--- src/rtl/execute_stage.sv ---
// ============================================================================
//  Module   : execute_stage
//  Purpose  : RV32I execute stage. Forwards operands, runs the ALU, resolves
//             branch/jump redirection combinationally and holds the EX/MEM
//             pipeline register that feeds the memory stage.
//  Ports    :
//    clk, rst                  - clock, synchronous active-high reset
//    RegWriteE, MemWriteE      - write enables from ID/EX
//    JumpE, BranchE            - JAL / BEQ qualifiers
//    ALUSrcE                   - 0: SrcB = forwarded RD2, 1: SrcB = Imm_ExtE
//    ResultSrcE                - writeback select (pass-through)
//    ALU_CtrlE                 - ALU operation select
//    RD1_E, RD2_E              - register operands
//    PCE, Imm_ExtE, PCPlus4E   - PC, immediate, PC+4 of the EX instruction
//    RdE                       - destination register index
//    ForwardAE, ForwardBE      - operand forwarding selects
//    ResultW                   - writeback result for forwarding
//    PCSrcE, PCTargetE         - combinational redirect and target
//    RegWriteM .. PCPlus4M     - registered EX/MEM outputs
//  Revision : 1.0 - initial release
// ============================================================================
`default_nettype none

module execute_stage (
  input  logic        clk,
  input  logic        rst,
  input  logic        RegWriteE,
  input  logic        MemWriteE,
  input  logic        JumpE,
  input  logic        BranchE,
  input  logic        ALUSrcE,
  input  logic [1:0]  ResultSrcE,
  input  logic [2:0]  ALU_CtrlE,
  input  logic [31:0] RD1_E,
  input  logic [31:0] RD2_E,
  input  logic [31:0] PCE,
  input  logic [31:0] Imm_ExtE,
  input  logic [31:0] PCPlus4E,
  input  logic [4:0]  RdE,
  input  logic [1:0]  ForwardAE,
  input  logic [1:0]  ForwardBE,
  input  logic [31:0] ResultW,
  output logic        PCSrcE,
  output logic [31:0] PCTargetE,
  output logic        RegWriteM,
  output logic        MemWriteM,
  output logic [1:0]  ResultSrcM,
  output logic [31:0] ALUResultM,
  output logic [31:0] WriteDataM,
  output logic [4:0]  RdM,
  output logic [31:0] PCPlus4M
);

  localparam logic [2:0] ALU_ADD = 3'b000;
  localparam logic [2:0] ALU_SUB = 3'b001;
  localparam logic [2:0] ALU_AND = 3'b010;
  localparam logic [2:0] ALU_OR  = 3'b011;
  localparam logic [2:0] ALU_XOR = 3'b100;
  localparam logic [2:0] ALU_SLT = 3'b101;
  localparam logic [2:0] ALU_SLL = 3'b110;
  localparam logic [2:0] ALU_SRL = 3'b111;

  logic [31:0] src_a;
  logic [31:0] src_b;
  logic [31:0] write_data_e;
  logic [31:0] alu_result_e;
  logic        zero_e;

  // Operand forwarding. Select 11 is unused by the hazard unit and falls
  // back to the register-file value.
  always_comb begin
    src_a = RD1_E;
    case (ForwardAE)
      2'b01:   src_a = ResultW;
      2'b10:   src_a = ALUResultM;
      default: src_a = RD1_E;
    endcase
  end

  always_comb begin
    write_data_e = RD2_E;
    case (ForwardBE)
      2'b01:   write_data_e = ResultW;
      2'b10:   write_data_e = ALUResultM;
      default: write_data_e = RD2_E;
    endcase
  end

  // Store data is taken before the immediate mux so stores carry rs2.
  assign src_b = ALUSrcE ? Imm_ExtE : write_data_e;

  always_comb begin
    alu_result_e = 32'd0;
    case (ALU_CtrlE)
      ALU_ADD: alu_result_e = src_a + src_b;
      ALU_SUB: alu_result_e = src_a - src_b;
      ALU_AND: alu_result_e = src_a & src_b;
      ALU_OR:  alu_result_e = src_a | src_b;
      ALU_XOR: alu_result_e = src_a ^ src_b;
      ALU_SLT: alu_result_e = {31'd0, ($signed(src_a) < $signed(src_b))};
      ALU_SLL: alu_result_e = src_a << src_b[4:0];
      ALU_SRL: alu_result_e = src_a >> src_b[4:0];
      default: alu_result_e = 32'd0;
    endcase
  end

  assign zero_e    = (alu_result_e == 32'd0);
  assign PCTargetE = PCE + Imm_ExtE;
  assign PCSrcE    = JumpE | (BranchE & zero_e);

  // EX/MEM pipeline register; no stall or flush, loads every cycle.
  always_ff @(posedge clk) begin
    if (rst) begin
      RegWriteM  <= 1'b0;
      MemWriteM  <= 1'b0;
      ResultSrcM <= 2'd0;
      ALUResultM <= 32'd0;
      WriteDataM <= 32'd0;
      RdM        <= 5'd0;
      PCPlus4M   <= 32'd0;
    end else begin
      RegWriteM  <= RegWriteE;
      MemWriteM  <= MemWriteE;
      ResultSrcM <= ResultSrcE;
      ALUResultM <= alu_result_e;
      WriteDataM <= write_data_e;
      RdM        <= RdE;
      PCPlus4M   <= PCPlus4E;
    end
  end

endmodule

`default_nettype wire
--- config.mk ---
export PLATFORM = sky130hd
export DESIGN_NAME = execute_stage
export DESIGN_NICKNAME = d
export VERILOG_FILES = /design/src/rtl/execute_stage.sv
export SDC_FILE = /design/constraint.sdc
export NUM_CORES = 1
export LEC_CHECK = 0
export ABC_AREA = 0
export BUFFER_PORTS_ARGS = -buffer_cell sky130_fd_sc_hd__buf_2
export CORE_MARGIN = 2
export CORE_UTILIZATION = 40
export DETAILED_ROUTE_END_ITERATION = 10
export HOLD_SLACK_MARGIN = 0.05
export SYNTH_ARGS = -nofsm -noshare
export SYNTH_HDL_FRONTEND = slang
export SYNTH_SLANG_ARGS = --single-unit
export TNS_END_PERCENT = 30
--- constraint.sdc ---
create_clock -name clk -period 12.35 [get_ports clk]
set_input_delay 0.6175 -clock clk [delete_from_list [all_inputs] [get_ports clk]]
set_output_delay 0.6175 -clock clk [all_outputs]
set_load 0.02 [all_outputs]
==> reports/metrics.yaml <==
finish:
  layout_commonest_cell: "buf_2"
  fill_cells: 3632
  ff_latch_area_sq_mm: 0.00210
  area_delta_synth_final_pct: 17.4
  design_area_sq_mm: 0.0166
  utilization: 0.479
  instances_no_fill: 2749
  drive_gt1_frac: 0.195
  mostFrequentLayoutCells: "buf_2 (350), nor2_1 (233), nand2_1 (178)"
  multi_input_area_sq_mm: 0.0110
  final_nets: 2631
sta:
  setup-violations-final: 0
  rsz0062_at_grt: "false"
  finalMaxSlewViolations: 0
  finClkSkew_ps: 14.2
  relSlewSlack: 0.0457
  period_share: 0.686
  worst_pin_slew_ps: 1420
  worst_slack_ps: 3880
  fin_setup_tns_ps: 0
  fmax_ghz: 0.118
  fin_crit_ps: 8470
  hold_viol_final: 0
route:
  dr.pass1.iters: 6
  routed_via_density: 6.47
  ant_nets: 0
  drt_iter0_markers: 2379
  vias: 17800
  wl_per_cell_microns: 28.4
  route.detailed.drc: 0
  routed_wl_microns: 78200
critical_path:
  r2r_start: "ALUResultM[0]"
  cp_data_arrival_time_ps: 7850
  path_max_fanout: 66
  crit_type: "primary input to primary output"
  reg2reg_slack_ps: 6380
  cp.required_ps: 11730
  startpoint_type: "primary input"
  rr_endpoint: "ALUResultM[24]"
  crit_path_end_kind: "primary output"
  rr_worst_depth: 17
placed_design:
  place_ws_ps: 4070
  io_buffers: 350
  dpl.hpwl_microns: 64900
  place_area_sq_mm: 0.0162
  routabilityCongestion: 1.05
  dp_cells: 2727
yosys:
  yosysSeqAreaShare: 0.149
  synth_edf_count: 0
  synthFlopType: "dfxtp_1"
  synth_fp_nets: 2357
  synth_seq_cells: 105
  syn_avg_cell_area_sq_um: 7.03
  netlist_instances: 2009
  ys_async_sr_fraction: 0
  synth.distinct_cells: 85
  ys_warn_count: 0
  syn-cell-area_sq_mm: 0.0141
floorplanning:
  die_h_microns: 192
  io_pins: 351
  die_w_microns: 192
  row_count: 68
  dieArea_sq_mm: 0.0368
  initial_utilization: 0.408
  fp.coreArea_sq_mm: 0.0346
power_and_ir_drop:
  p_leak_nw: 7.67
  powerDensity_mw_per_mm2: 117
  vdd_ir_drop_max_v: 0.0000734
min_path:
  hold_path.class: "primary input to register"
  whs_endpoint: "RdM[1]"
  hold-path-cell-count: 2
  worstHoldStart: "RdE[1]"
grt:
  grt_pass1_wl_microns: 111000
  antenna_found_initial: 8
  overflow: 0
  grt_use_total: 0.408
  grt_max_degree: 73
  grt_pass1_vias: 16400
clocking:
  root_buffer: "clkbuf_16"
  cts_buffers: 9
  insertion_delay_ps: 370
  clockBufferDepth: 2
  htree_levels: 3
  cts_setup_buffers: 0
  postCtsHoldBufs: 0
  cts-resized-gates: 0
  clk_pin_slew_ps: 80
  cts_tree: "built"
  cts_sinks: 105
flow_run:
  drv_cap: 0
run_status:
  status: "completed"
## synth_stat cells (6+ instances only)
cell	instances	share of area
o211ai_1	37	0.020
ha_1	132	0.12
nor2b_1	61	0.027
o21ai_1	17	0.0060
xnor2_1	33	0.020
and3_1	10	0.0044
or2_2	9	0.0040
nand2b_1	20	0.0089
o31ai_1	9	0.0048
a21o_1	23	0.012
a211o_1	6	0.0037
nor3_1	49	0.017
buf_1	14	0.0037
o221ai_1	23	0.014
o22ai_1	27	0.012
mux2i_1	102	0.072
nor2_1	233	0.062
o31a_1	11	0.0068
o21ai_0	128	0.045
nand3_1	34	0.012
a21oi_1	153	0.054
mux2_2	9	0.0072
o21a_1	19	0.010
buf_2	13	0.0046
o21bai_1	9	0.0048
or3_1	12	0.0053
nor4_1	12	0.0053
a221oi_1	20	0.012
nand4_1	10	0.0044
o22a_1	6	0.0037
xor2_1	10	0.0062
and2_1	17	0.0075
a22oi_1	60	0.032
inv_1	120	0.032
a221o_1	15	0.011
nand2_1	178	0.047
a31oi_1	15	0.0066
a222oi_1	9	0.0064
dfxtp_1	105	0.15
clkbuf_1	99	0.026
a2111oi_0	8	0.0050
a211oi_1	42	0.022
## worst max-delay path by stage
stage,start,endpoint,depth (start not counted)
after floorplan,ForwardBE[0],PCSrcE,23
after global placement,ForwardBE[0],PCSrcE,24
after detailed placement,ForwardBE[0],PCSrcE,24
after CTS,ForwardBE[0],PCSrcE,24
after global routing,ForwardBE[0],PCSrcE,24
final,ForwardBE[0],PCSrcE,24
## layer usage
| layer | part of all wire | global-route usage |
|---|---|---|
| met3 | 0.10 | 0.0729 |
| met2 | 0.44 | 0.660 |
| met1 | 0.39 | 0.513 |
| met5 | 0 | 0 |
| met4 | 0.063 | 0.223 |
## cells by family after synthesis
group                    after synthesis  synth area share
adder cells (fa/ha/maj)              135             0.121
XOR/XNOR                              43            0.0267
multiplexers                         116            0.0853
AO/OA/AOI/OAI                        693             0.331
buffers and inverters                254            0.0706
flip-flops                           105             0.149
AND/OR/NAND/NOR                      663             0.216
## critical path: stages
cell and delay (ps):
buf_2 90, inv_1 40, ha_2 300, buf_4 500, or3b_1 450, o211ai_4 90
buf_4 540, inv_2 50, buf_4 350, ha_1 350, fa_1 470, nand2b_1 180
a211oi_1 410, o21ai_0 280, nor2b_1 240, nor3_1 510, nor2_1 180, o311ai_0 620
a2111oi_0 240, nor3_1 320, nand4_1 120, or4_1 430, o21bai_1 190, buf_2 200
## area by class of cell
class | count | area share
multi-input cells | 1650 | 0.666
flip-flops and latches | 105 | 0.127
repair buffers | 393 | 0.125
well taps | 455 | 0.0343
inverters | 124 | 0.0281
clock buffers | 9 | 0.0136
clock inverters | 7 | 0.00536
diodes | 6 | 0.000906
## where the power goes
part | switching (mW) | total, mW | internal [mW] | leakage [nW]
registers | 0.0228 | 0.391 | 0.369 | 0.870
logic | 0.846 | 1.25 | 0.401 | 6.65
clock network | 0.160 | 0.308 | 0.148 | 0.153
## sequential cells by signal, indices dropped and copies added (netlist names)
name / count
RegWriteM: 1
ALUResultM: 32
ResultSrcM: 2
PCPlus4M: 32
WriteDataM: 32
MemWriteM: 1
RdM: 5
## stage by stage
stage,power (mW),hold slack [ps]
2_1_floorplan,1.15,746
3_3_place_gp,1.60,651
3_5_place_dp,1.59,674
4_1_cts,1.90,445
5_1_grt,2.02,455
6_report,1.95,450
No activity file was read; power rests on OpenSTA's default activity.
